==> src/rtl/booth_pkg.sv <==
// Shared definitions for the radix-2 Booth multiplier controller:
// FSM state encoding, mult_control bit positions and {Q0, Q-1} pair codes.
package booth_pkg;

    typedef enum logic [2:0] {
        IDLE   = 3'd0,
        LOAD_A = 3'd1,
        LOAD_B = 3'd2,
        ITER   = 3'd3,
        SHIFT  = 3'd4,
        DONE   = 3'd5
    } state_t;

    // mult_control = {load_A, load_B, load_add, shift_HQ_LQ_Q_1, add_sub}
    localparam int MC_LOAD_A   = 4;
    localparam int MC_LOAD_B   = 3;
    localparam int MC_LOAD_ADD = 2;
    localparam int MC_SHIFT    = 1;
    localparam int MC_ADD_SUB  = 0;

    localparam logic [1:0] NOP0 = 2'b00;
    localparam logic [1:0] ADD  = 2'b01;
    localparam logic [1:0] SUB  = 2'b10;
    localparam logic [1:0] NOP1 = 2'b11;

endpackage

==> src/rtl/booth_ctrl.sv <==
// Booth multiplier sequencer: loads operands, then walks N iterations,
// inserting an add/sub cycle ahead of the shift whenever {Q0, Q-1} differ.
module booth_ctrl
    import booth_pkg::*;
#(
    parameter int N = 8
) (
    input  logic       clk,
    input  logic       rst,
    input  logic       start,
    input  logic [1:0] Q_LSB,
    output logic [4:0] mult_control,
    output logic       busy,
    output logic       done
);

    localparam int             CW   = (N > 1) ? $clog2(N) : 1;
    localparam logic [CW-1:0]  LAST = CW'(N - 1);

    state_t        state, state_nxt;
    logic [CW-1:0] cnt;
    logic          last_iter;
    logic          cnt_clr;
    logic          cnt_inc;
    logic          is_op;

    assign last_iter = (cnt == LAST);
    assign is_op     = (Q_LSB == ADD) || (Q_LSB == SUB);

    always_ff @(posedge clk or negedge rst) begin
        if (!rst) state <= IDLE;
        else      state <= state_nxt;
    end

    always_comb begin
        state_nxt = state;
        unique case (state)
            IDLE:    if (start) state_nxt = LOAD_A;
            LOAD_A:  state_nxt = LOAD_B;
            LOAD_B:  state_nxt = ITER;
            ITER:    if (is_op)          state_nxt = SHIFT;
                     else if (last_iter) state_nxt = DONE;
            SHIFT:   state_nxt = last_iter ? DONE : ITER;
            DONE:    state_nxt = IDLE;
            default: state_nxt = IDLE;
        endcase
    end

    always_comb begin
        mult_control = '0;
        busy         = (state != IDLE);
        done         = (state == DONE);
        cnt_clr      = 1'b0;
        cnt_inc      = 1'b0;
        unique case (state)
            LOAD_A: mult_control[MC_LOAD_A] = 1'b1;
            LOAD_B: begin
                mult_control[MC_LOAD_B] = 1'b1;
                cnt_clr                 = 1'b1;
            end
            ITER: begin
                if (is_op) begin
                    mult_control[MC_LOAD_ADD] = 1'b1;
                    mult_control[MC_ADD_SUB]  = (Q_LSB == ADD);
                end else begin
                    mult_control[MC_SHIFT] = 1'b1;
                    cnt_inc                = 1'b1;
                end
            end
            SHIFT: begin
                mult_control[MC_SHIFT] = 1'b1;
                cnt_inc                = 1'b1;
            end
            default: ;
        endcase
    end

    // The final shift leaves the counter at N-1 rather than wrapping to 0.
    always_ff @(posedge clk or negedge rst) begin
        if (!rst)                       cnt <= '0;
        else if (cnt_clr)               cnt <= '0;
        else if (cnt_inc && !last_iter) cnt <= cnt + CW'(1);
    end

endmodule

==> config.mk <==
export PLATFORM = sky130hd
export DESIGN_NAME = booth_ctrl
export DESIGN_NICKNAME = d
export VERILOG_FILES = /design/src/rtl/booth_pkg.sv /design/src/rtl/booth_ctrl.sv
export SDC_FILE = /design/constraint.sdc
export NUM_CORES = 1
export LEC_CHECK = 0
export ABC_AREA = 1
export CAP_MARGIN = 20
export CORE_AREA = 2 2 39 41
export CTS_CLUSTER_SIZE = 25
export DETAILED_ROUTE_END_ITERATION = 8
export DIE_AREA = 0 0 41 43
export SKIP_LAST_GASP = 1
export SYNTH_ARGS = -nofsm -noshare
export SYNTH_HDL_FRONTEND = slang
export SYNTH_SLANG_ARGS = --single-unit
==> constraint.sdc <==
create_clock -name clk -period 3.5 [get_ports clk]
set_clock_uncertainty 0.2 [all_clocks]
set_input_delay 1.05 -clock clk [delete_from_list [all_inputs] [get_ports clk]]
set_output_delay 1.05 -clock clk [all_outputs]
set_load 0.05 [all_outputs]
Word level (Yosys, flattened, before mapping) --
Cells that the tools add are included.
Storage, ports and cells: flip-flop bits (word level) 6, bits of input ports 5, output and inout port bits 7, word-level logic and storage cells 35
Cells by class: add/subtract/negate cells 1, equal/unequal tests 10, mux-type cells 15, reduce and logical (&&, ||, !) cells 7
Operators with widths (count):
- two-way mux 3 bit | 6
- one-hot mux 3 bit (5 select lines) | 1
- == test 3 bit, second input constant | 3
- two-way mux 1 bit | 7
- == test 3 x 2 -> 1 bit, second input constant | 2
- adder 3 x 1 -> 3 bit, second input constant | 1
- == test 3 x 1 -> 1 bit, second input constant | 1
- zero test 3 bit | 1
- inequality test 3 bit, second input constant | 1
- nonzero test 3 bit | 1
- == test 2 x 1 -> 1 bit, second input constant | 1
- == test 2 bit, second input constant | 1
- inequality test 2 bit, second input constant | 1
- one-hot mux 1 bit (2 select lines) | 1
- AND reduction 2 bit | 1
- nonzero test 2 bit | 1
- logical AND 1 bit | 1
- zero test 1 bit | 1
- logical OR 1 bit | 1

Logic depth before layout (Yosys ltp) --
depth after elaboration 7, gate-level depth with buffers 7, mapped depth without buffers 7

Least setup slack after synthesis --
Ideal clock, no wire load.
path type input to output, start input Q_LSB[1], end output mult_control[2], arrival 2.049 ns, required time 2.250 ns, setup slack 0.201 ns, stages 3, path buffers 0, cells stage by stage inv_1 > ha_1 > nor2_1
Between the ends: longest elaborated chain between the ends 4, elaborated cells on any way between the ends 5, those cells by class 2 x eq/ne; 2 x mux; 1 x reduce/logical
Ends and longest elaborated chain:
- from (decl) | line booth_ctrl.sv:11 | input logic [1:0] Q_LSB,
- == test 2 x 1 -> 1 bit or == test 2 bit (tied branches) | line booth_ctrl.sv:28 | assign is_op = (Q_LSB == ADD) || (Q_LSB == SUB);
- logical OR 1 bit * | line booth_ctrl.sv:28
- two-way mux 1 bit * | line booth_ctrl.sv:62 | if (is_op) begin
- two-way mux 1 bit * | line booth_ctrl.sv:55 | unique case (state)
- to (decl) | line booth_ctrl.sv:12 | output logic [4:0] mult_control,
Every way passes the cells marked *; elsewhere a longest branch is shown, timed or not.

Final worst setup path --
Same ends and word-level chain as after synthesis.

==> out/results.ini <==
[status]
outcome=finished, final reports clean

[logic_synthesis]
synth_seq_cells=6
ys_async_sr_fraction_pct=100
avgSynthCellArea_um2=7.66
netlist_area_um2=444
synth_warnings=0
seq_area_frac_synth_pct=33.8
yosysUniqueCellTypes=18
synthCells=58
synth-main-ff-cell=dfrtp_1
synth_fp_nets=66
synth-edff-count=0

[clock_tree]
postCtsHoldBufs=0
worstSkewPairLatency_ps=240
numCtsBuffers=3
htreeDepth=1
clk_pin_slew_ps=40
post_cts.repair.setup_buffers=0
clockBufferDepth=2
cts_tree=built
cts-root-buf=clkbuf_4
cts_num_sinks=6

[power]
peakVddDrop_mv=0.381
p_leak_nw=0.310
powerDensity_nw_per_um2=882

[setup_path]
cp_num_buf_inv=3
path_max_fanout=3
critPathKind=in2out
max_stage_delay_ps=450
critPathRequiredTime_ps=2250
cp.arrival_ps=2170
critical-path-top-delay-family=buffers and inverters
critPathCaptureType=output port
crit_chain=clkdlybuf4s50_1 > inv_1 > ha_1 > nor2_2 > buf_12
start_kind=input pin
crit_slowest_cell=clkdlybuf4s50_1

[floorplanning]
core-area_um2=1380
die_width_um=41
initial_core_util_pct=32.1
row_count=14
dieHeight_um=43
ioPinCount=12
die_area_um2=1760

[routing]
routed_wl_um=758
vias_per_cell=4.61
drc=0
ant_nets=0
wl_per_cell_um=8.92
dr_total_vias=392
drt_pass1_iterations=4
drt_iter0_drc=7

[flow_run]
drv_cap=0

[global_route]
grt_antenna_before_repair=0
gr-total-overflow=0
grt_usage_pct=11.0
grt_start_max_net_pins=9
grt_pass1_wl_um=1280
grt_pass1_vias=354

[placed_design]
io_buffers=11
dp_hpwl_um=644
gp_congestion=0.714

[sta]
rsz0062_at_grt=no
layout_min_cycle_time_ps=3420
timing.slew.headroom_pct=67.3
fmax_mhz=292
holdWs_ps=338
slew_viol_final=0
tightest_slew_ps=489
fin_crit_sh_pct=97.8
setup_viol=0
hold_violations=0
fin_tns_setup_ps=0

[final_layout]
drive_above_1_share_pct=21.7
area_growth_pct=36.6
antennaDiodeCount=0
multi_input_area_um2=233
fillers=147
nNetsFinal=79
area.sequential_um2=150

[hold_path]
hold_path_class=reg2reg

-- metal layers --
| layer | routed length, um | track usage, % | vias to the layer above |
|---|---|---|---|
| met4 | 0 | 8.00 | 0 |
| met1 | 336 | 12.7 | 173 |
| met3 | 48 | 3.14 | 0 |
| met2 | 373 | 16.3 | 12 |
| met5 | 0 | 0 | - |
| li1 | - | - | 207 |
-- repair_timing --
action	in CTS	in global routing
resized for setup	0	1
endpoints found under the hold margin	0	0
endpoints found under the setup margin	0	1
-- logic make-up after synthesis --
group	share of synthesized area (%)
AOI/OAI and AO/OA	7.60
adders and majority gates	8.45
buffers and inverters	14.4
DFF	33.8
and+or+nand+nor	35.8
-- per-stage QoR --
stage | total power, mW | util, % | cells | cell area, um^2 | worst slack (ps)
floorplan | 0.382 | - | 58 | 444 | 201
finish | 0.535 | 43.9 | 85 | 607 | 78.1
global placement | 0.476 | 42.0 | 82 | 582 | 48.7
global route | 0.578 | 43.9 | 85 | 607 | 16.8
CTS | 0.541 | 43.7 | 85 | 604 | 19.4
detailed placement | 0.480 | 42.0 | 82 | 582 | 20.5
-- worst reg2reg max path, cell delays in order (launching register included) --
cell and delay (ps):
dfrtp_1 390, ha_1 210, ha_1 200, inv_1 120, nand3_1 160, nand4_1 130, nand2_1 60
-- path summary, 6_finish.rpt --
check                          from               to  slack (ps)  cells after the start
max in group asynchronous       rst         state[0]        2050                      1
min in group asynchronous       rst           cnt[0]         840                      1
min reg2reg                  cnt[2]           cnt[2]         340                      2
min                          cnt[2]           cnt[2]         340                      2
max                        Q_LSB[1]  mult_control[2]          80                      5
max reg2reg                  cnt[0]           cnt[1]        1920                      6
-- sequential cells by signal (all words and copies together) (netlist names) --
name,cells
cnt,3
state,3
-- power by group --
| part | internal (mW) | switching [mW] | leakage (nW) | total, mW |
|---|---|---|---|---|
| sequential | 0.0973 | 0.0357 | 0.0771 | 0.133 |
| clock | 0.0386 | 0.0218 | 0.0138 | 0.0604 |
| combinational | 0.128 | 0.213 | 0.219 | 0.341 |
| total | 0.264 | 0.271 | 0.310 | 0.535 |
-- placed cells by master (no fill, tap or decap) --
cell / instances
inv_1: 10
nand2_1: 8
clkdlybuf4s50_1: 8
nand3_1: 6
dfrtp_1: 6
nor2_1: 4
nand2_2: 4
nand4_1: 3
ha_1: 3
clkbuf_4: 3
buf_12: 3
nor2_2: 2
o21bai_1: 2
inv_2: 1
nor2_4: 1
nand2_4: 1
nand3b_1: 1
o21ai_0: 1
o2111ai_1: 1
a21oi_1: 1
-- synthesized netlist by cell type (2+ instances only) --
cell type  number  area share (%)
o21bai_1        2             3.4
ha_1            3             8.5
nand2_2         4             5.6
buf_4           3             5.1
nand4_1         3             4.2
nand2_1         8             6.8
inv_1          10             8.5
dfrtp_1         6              34
nor2_1          5             4.2
nand3_1         6             6.8
-- area by class of cell --
class | count | area share (%)
sequential | 6 | 24.7
clock buffer | 3 | 3.71
tap | 16 | 3.30
inverter | 11 | 6.80
timing repair buffer | 11 | 23.1
multi-input combinational | 38 | 38.4
No activity file was read; power rests on OpenSTA's default activity.
